**src/rtl/life_pkg.sv**
```systemverilog
// Shared state type and cell indexing helper for the Game of Life engine.
package life_pkg;

  typedef enum logic [1:0] {
    IDLE,
    RUN,
    HALT
  } state_t;

  function automatic int idx(input int r, input int c, input int cols);
    return r * cols + c;
  endfunction

endpackage

```
**src/rtl/life_next.sv**
```systemverilog
// Combinational next-generation calculator: applies Conway B3/S23 to every cell.
module life_next
  import life_pkg::*;
#(
  parameter int ROWS = 8,
  parameter int COLS = 8,
  parameter int WRAP = 0
) (
  input  logic [ROWS*COLS-1:0] grid,
  output logic [ROWS*COLS-1:0] nxt
);

  for (genvar r = 0; r < ROWS; r++) begin : g_row
    for (genvar c = 0; c < COLS; c++) begin : g_col
      logic [8:0] nb;
      logic [3:0] cnt;

      // 3x3 window around the cell; position 4 is the cell itself and never counts.
      for (genvar d = 0; d < 9; d++) begin : g_nb
        localparam int RR = r + d / 3 - 1;
        localparam int CC = c + d % 3 - 1;
        localparam int RW = (RR + ROWS) % ROWS;
        localparam int CW = (CC + COLS) % COLS;
        if (d == 4) begin : g_self
          assign nb[d] = 1'b0;
        end else if (WRAP != 0) begin : g_wrap
          assign nb[d] = grid[idx(RW, CW, COLS)];
        end else if (RR >= 0 && RR < ROWS && CC >= 0 && CC < COLS) begin : g_in
          assign nb[d] = grid[idx(RR, CC, COLS)];
        end else begin : g_out
          assign nb[d] = 1'b0;
        end
      end

      always_comb begin
        cnt = '0;
        for (int i = 0; i < 9; i++) begin
          cnt = cnt + {3'b000, nb[i]};
        end
      end

      assign nxt[idx(r, c, COLS)] = (cnt == 4'd3) ||
                                    (grid[idx(r, c, COLS)] && (cnt == 4'd2));
    end
  end

endmodule

```
**src/rtl/life_engine.sv**
```systemverilog
// Game of Life engine: grid register, run/step FSM, generation counter and
// extinction/stability flags around the combinational life_next calculator.
module life_engine
  import life_pkg::*;
#(
  parameter int ROWS  = 8,
  parameter int COLS  = 8,
  parameter int WRAP  = 0,
  parameter int GEN_W = 16
) (
  input  logic                 clk,
  input  logic                 reset,
  input  logic [ROWS*COLS-1:0] seed,
  input  logic                 load,
  input  logic                 run,
  input  logic                 step,
  output logic [ROWS*COLS-1:0] grid,
  output logic [GEN_W-1:0]     gen_count,
  output logic                 extinct,
  output logic                 stable,
  output logic                 running
);

  localparam logic [GEN_W-1:0] GEN_MAX = '1;

  state_t                 state, state_next;
  logic [ROWS*COLS-1:0]   nxt;
  logic                   evolve;
  logic                   changed;
  logic [GEN_W-1:0]       gen_after;

  life_next #(
    .ROWS(ROWS),
    .COLS(COLS),
    .WRAP(WRAP)
  ) u_next (
    .grid(grid),
    .nxt (nxt)
  );

  // Count value after an evolve attempt; a no-change attempt leaves it alone.
  assign changed   = (nxt != grid);
  assign gen_after = !changed                ? gen_count :
                     (gen_count == GEN_MAX)  ? gen_count :
                                               gen_count + GEN_W'(1);

  always_comb begin
    state_next = state;
    evolve     = 1'b0;
    if (load) begin
      state_next = IDLE;
    end else begin
      case (state)
        IDLE: begin
          if (run) state_next = RUN;
          else if (step) evolve = 1'b1;
        end
        RUN: begin
          if (!run) begin
            state_next = IDLE;
          end else begin
            evolve = 1'b1;
            if (!changed || (nxt == '0) || (gen_after == GEN_MAX)) state_next = HALT;
          end
        end
        HALT: begin
          if (!run) state_next = IDLE;
        end
        default: state_next = IDLE;
      endcase
    end
  end

  always_ff @(posedge clk) begin
    if (reset) begin
      state     <= IDLE;
      grid      <= '0;
      gen_count <= '0;
      stable    <= 1'b0;
    end else begin
      state <= state_next;
      if (load) begin
        grid      <= seed;
        gen_count <= '0;
        stable    <= 1'b0;
      end else if (evolve) begin
        if (changed) begin
          grid      <= nxt;
          gen_count <= gen_after;
          stable    <= 1'b0;
        end else begin
          stable <= 1'b1;
        end
      end
    end
  end

  assign extinct = (grid == '0);
  assign running = (state == RUN);

endmodule
```
**config.mk**
```make
export PLATFORM = sky130hd
export DESIGN_NAME = life_engine
export DESIGN_NICKNAME = d
export VERILOG_FILES = /design/src/rtl/life_pkg.sv /design/src/rtl/life_next.sv /design/src/rtl/life_engine.sv
export SDC_FILE = /design/constraint.sdc
export NUM_CORES = 1
export LEC_CHECK = 0
export CORE_MARGIN = 2
export CORE_UTILIZATION = 30
export DETAILED_ROUTE_END_ITERATION = 6
export PLACE_DENSITY_LB_ADDON = 0.12
export SYNTH_ARGS = -nofsm -noshare
export SYNTH_HDL_FRONTEND = slang
export SYNTH_SLANG_ARGS = --single-unit
```
**constraint.sdc**
```tcl
create_clock -name clk -period 7.2 [get_ports clk]
set_clock_uncertainty 0.1 [all_clocks]
set_input_delay 0.72 -clock clk [delete_from_list [all_inputs] [get_ports clk]]
set_output_delay 0.72 -clock clk [all_outputs]
set_load 0.01 [all_outputs]
```
**After elaboration in Yosys (flattened, before gate mapping)**

Cells that the tools add are included.

- Add/subtract/negate cells: 350
- Eq/ne operators: 136
- Mux-type cells: 16
- Reduce and logical (&&, ||, !) cells: 140

Operator list:

| kind | number |
|---|---|
| 4-bit by 1-bit adder with 4-bit output | 289 |
| 4-bit by 2-bit == test with 1-bit output, second input constant | 126 |
| 64-bit two-way mux | 3 |
| 64-bit logical NOT | 2 |
| 1-bit by 1-bit adder with 2-bit output | 57 |
| 1-bit logical OR | 66 |
| 1-bit logical AND | 64 |
| 64-bit != test | 1 |
| 16-bit == test, second input constant | 2 |
| 16-bit two-way mux | 2 |
| 16-bit by 1-bit adder with 16-bit output, second input constant | 1 |
| 2-bit two-way mux | 4 |
| 2-bit by 1-bit adder with 3-bit output | 2 |
| 3-bit by 2-bit == test with 1-bit output, second input constant | 2 |
| 2-bit case mux with 3 select lines | 1 |
| 1-bit two-way mux | 5 |
| 3-bit by 1-bit adder with 4-bit output | 1 |
| 2-bit != test, second input constant | 2 |
| 2-bit AND reduction | 2 |
| 2-bit nonzero test | 2 |
| 3-bit by 2-bit != test with 1-bit output, second input constant | 1 |
| 3-bit AND reduction | 1 |
| 2-bit by 1-bit == test with 1-bit output, second input constant | 1 |
| 2-bit == test, second input constant | 1 |
| other kinds (4) | 4 |

- Bits in registers: 83
- Bits of input ports: 69
- Output and inout bits: 83
- Logic and storage cells: 646

**Depth between registers and ports, before layout**

- Depth after elaboration: 17
- Depth in mapped cells: 23

**Modules after synthesis**

A second synthesis with hierarchy kept.

- Cells, all modules: 1393
- Area total of the unflattened synthesis: 13071.3 µm²

By module, submodules not included:

| module | times used | cells each | area each (µm²) | sequential area each (µm²) |
|---|---|---|---|---|
| life_next | 1 | 826 | 7891.3 | 0.0 |
| life_engine | 1 | 567 | 5180.0 | 1661.6 |

**Least setup slack after synthesis**

No wires, ideal clock.

- Path type: register -> register
- From: reg grid[18]
- To: reg gen_count[6]
- Arrival: 5.324 ns
- Required time: 6.972 ns
- Path slack: 1.648 ns
- Stages on the path, launching flop included: 21
- Path buffers: 1
- Period minus slack after synthesis: 5.552 ns
- Path through: dfxtp_1 inv_1 ha_1 inv_1 fa_1 fa_1 inv_1 fa_1 inv_1 fa_1 a222oi_1 nand4_1 a2111o_1 or4_4 nor4_4 and2_2 nor3_1 buf_2 nand4_1 xor2_1 nor2_1

- Longest elaborated chain between the ends: 12

Ends and longest elaborated chain:

| element | RTL line | text |
|---|---|---|
| from (decl) | life_engine.sv:17 | `output logic [ROWS*COLS-1:0] grid,` |
| from (signal assigned) | life_engine.sv:88 | `grid <= nxt;` |
| 1-bit by 1-bit adder with 2-bit output | life_next.sv:38 | `cnt = cnt + {3'b000, nb[i]};` |
| 4-bit by 1-bit adder with 4-bit output (6 in series) | life_next.sv:38 |  |
| 4-bit by 2-bit == test with 1-bit output | life_next.sv:43 | `(grid[idx(r, c, COLS)] && (cnt == 4'd2));` |
| 1-bit logical AND | life_next.sv:43 |  |
| 1-bit logical OR | life_next.sv:42 | `assign nxt[idx(r, c, COLS)] = (cnt == 4'd3) \|\|` |
| 64-bit != test * | life_engine.sv:42 | `assign changed = (nxt != grid);` |
| 16-bit two-way mux / 2-bit AND reduction (equally long branches) | -- |  |
| to (signal assigned) | life_engine.sv:89 | `gen_count <= gen_after;` |
| to (decl) | life_engine.sv:18 | `output logic [GEN_W-1:0] gen_count,` |

Mark *: on every way between the ends. The rest lies on a longest branch, timed or not.
A chain may end at the register's enable or synchronous reset.

**Worst setup path after layout**

- From: reg grid[53]
- To: reg grid[8]

- Longest elaborated chain between the ends: 11

Ends and longest elaborated chain:

| element | RTL line |
|---|---|
| 4-bit by 1-bit adder with 4-bit output (5 in series) | life_next.sv:38 |
| 4-bit by 2-bit == test with 1-bit output | life_next.sv:43 |
| 1-bit logical AND | life_next.sv:43 |
| 1-bit logical OR | life_next.sv:42 |
| 64-bit != test * | life_engine.sv:42 |
| 2-bit nonzero test (no source line) * | -- |
| 2-bit AND reduction (no source line) * | -- |

Marks and branches as above.

==> results.cfg <==
[synthesis]
synthSimpleGateAreaFrac = 0.222
synthTopCellsByArea = fa_1, ha_1, dfxtp_1
synth_edf_count = 0
seq_area_frac_synth = 0.109
synth_xor_area_frac = 0.00805
ys_ff_latch = 83
synth-adder-area-share = 0.409
synth_top_area_share = 0.258
syn_nets = 2301
yosysWarnings = 0
synth_mux_area_frac = 0.0204
synth_cell_types = 71
synth_compound_area_frac = 0.130
synth_top_family_by_area = adder cells
syn_area_um2 = 15200
syn_avg_cell_area_um2 = 8.23
async_reset_ff_frac = 0
yosys.area.top_type = fa_1
synth_cells = 1851
synth_flop_cell = dfxtp_1

[route]
dr.pass1.iters = 5
viasPerCell = 5.28
wl_per_cell_um = 25.2
detailedRoute.firstIterationViolations = 1191
wl_um = 68500
ant_nets = 0
drc = 0
dr_total_vias = 14400

[critical_path]
startpoint_type = flip-flop
path_class = reg2reg
r2r-end = grid[8]
r2r-start = grid[53]
reg2reg_depth = 19
cp.required_ns = 7.37
crit_top_cell = fa_1
crit_path_max_incr_delay_ns = 0.62
cp.arrival_ns = 7.10
critPathSlowestCell = a222oi_1
crit_chain = inv_1 > fa_1 > fa_1 > inv_1 > fa_1 > inv_1 > fa_1 > a222oi_1 > nand4_1 > a2111o_1 > or4_4 > nor4_4 > a21oi_4 > buf_12 > buf_4 > a21oi_1 > a211oi_1 > a21oi_1 > nor2_1
critical_path.endpoint = grid[8]
crit_path_end_kind = flip-flop
critical_path.startpoint = grid[53]
cp_max_fo = 23
ff2ff_setup_slack_ns = 0.27

[cts]
postCtsHoldBufs = 0
cts_sinks = 83
clk_pin_slew_ns = 0.08
h-tree-depth = 3
cts_tree = built
post-cts-setup-buffer-count = 0
clk_latency_ns = 0.42
cts_resized = 0
cts_buffers = 9
clockBufferDepth = 2
clock-root-buffer = clkbuf_16

[floorplan]
die-area_um2 = 52600
die_width_um = 229
coreArea_um2 = 50200
io_pins = 152
die_y_um = 229
initial_core_util = 0.304
rows = 82

[global_routing]
met2_usage = 0.409
antenna_found_initial = 2
grt_overflow = 0
track_usage = 0.264
grtUsageMet1 = 0.365
gr-max-usage-layer = met2
grt_pass1_wl_um = 99800
grt_pass1_vias = 14500
grt_max_degree = 79
grt_use_met3 = 0.0510

[pwr]
leakage_nw = 8.34
ir_drop_v = 0.000127
power_density_nw_per_um2 = 204
p_total_mw = 3.73

[sta]
rsz0062_at_grt = false
maxSlewHeadroom = 0.165
worstMarginPinSlew_ns = 1.22
fin_crit_ns = 6.93
fin_tns_setup_ns = 0
finalSetupViolations = 0
max_clock_freq_mhz = 144
period_share = 0.962
hold_viol_final = 0
drv_slew = 0

[job]
maxCapViolCount = 0

[finish]
syn2layout_area_growth_pct = 19.9
final_cell_mix = inv_1, fa_1, ha_1
fin_nets = 2494
fillers = 5230
layout-drive-gt1-share = 0.0527
final_common_cell = inv_1
diodes = 0

[status]
status = finished, final reports clean

[min_path]
min_path_cells = 2
hold_path.class = reg2reg

[placed_design]
io_buffer_count = 151
hpwl_um = 57000
gp_congestion = 0.971
==> registers in the layout, summed over array words and instances, names as in the netlist <==
| name | cells |
|---|---|
| gen_count | 16 |
| state | 2 |
| grid | 64 |
| stable | 1 |
==> power by group <==
group	total [mW]	switching, mW	internal [mW]
registers	0.538	0.0490	0.489
logic	2.69	1.68	1.00
clock network	0.504	0.265	0.239
==> worst max-delay path, delay by kind of cell (launching register included) <==
| family | cells | cell delay, ns |
|---|---|---|
| buffers and inverters | 5 | 0.93 |
| adder cells (fa/ha/maj) | 4 | 1.97 |
| AO/OA/AOI/OAI | 6 | 1.75 |
| flip-flops | 1 | 0.59 |
| AND/OR/NAND/NOR | 4 | 1.40 |
==> worst min path at each step <==
| stage | startpoint | slack [ns] | to |
|---|---|---|---|
| global route | stable | 0.44 | stable |
| floorplan | stable | 0.42 | stable |
| global placement | stable | 0.38 | stable |
| detailed placement | stable | 0.39 | stable |
| finish | stable | 0.40 | stable |
| CTS | stable | 0.41 | stable |
==> stage by stage <==
step	hold slack [ns]	utilization	instance area [µm²]	worst slack (ns)	cells
CTS	0.407	0.364	18300	0.218	2721
floorplan	0.424	-	15200	1.65	1851
detailed placement	0.387	0.358	18000	0.241	2705
global route	0.443	0.364	18300	0.0210	2721
global placement	0.384	0.358	18000	0.279	2705
finish	0.400	0.364	18300	0.273	2721
==> synthesized netlist by cell type, types with 17 or more instances <==
master	count
clkbuf_1	28
nor3b_1	38
nand2_1	76
inv_1	357
fa_1	196
nor2b_1	30
nor2_1	181
nor3_1	45
nor4bb_1	17
dfxtp_1	83
nand3_1	48
ha_1	185
nand2b_1	45
mux2i_1	30
a211oi_1	47
nor4_1	23
a21oi_1	150
nand4_1	53
o21ai_0	29
==> cells by family after synthesis <==
logic type | after synthesis
AOI/OAI and AO/OA | 318
xor gates and xnor gates | 14
adders and majority gates | 381
buffers and inverters | 398
DFF | 83
muxes | 31
and+or+nand+nor | 626
==> cell type report <==
class / count / area, µm² / area share
timing repair buffer: 222 / 2090 / 0.114
multi-input combinational: 1370 / 12000 / 0.659
clock buffer: 9 / 225 / 0.0123
clock inverter: 7 / 60.1 / 0.00329
tap: 672 / 841 / 0.0460
inverter: 358 / 1340 / 0.0736
sequential: 83 / 1660 / 0.0910
==> routing by layer <==
metal / wire length (µm) / up-vias
li1: - / 6650
met1: 31600 / 7150
met2: 30200 / 457
met3: 4190 / 94
met4: 2420 / 4
met5: 23 / -
No activity file was read; power rests on OpenSTA's default activity.
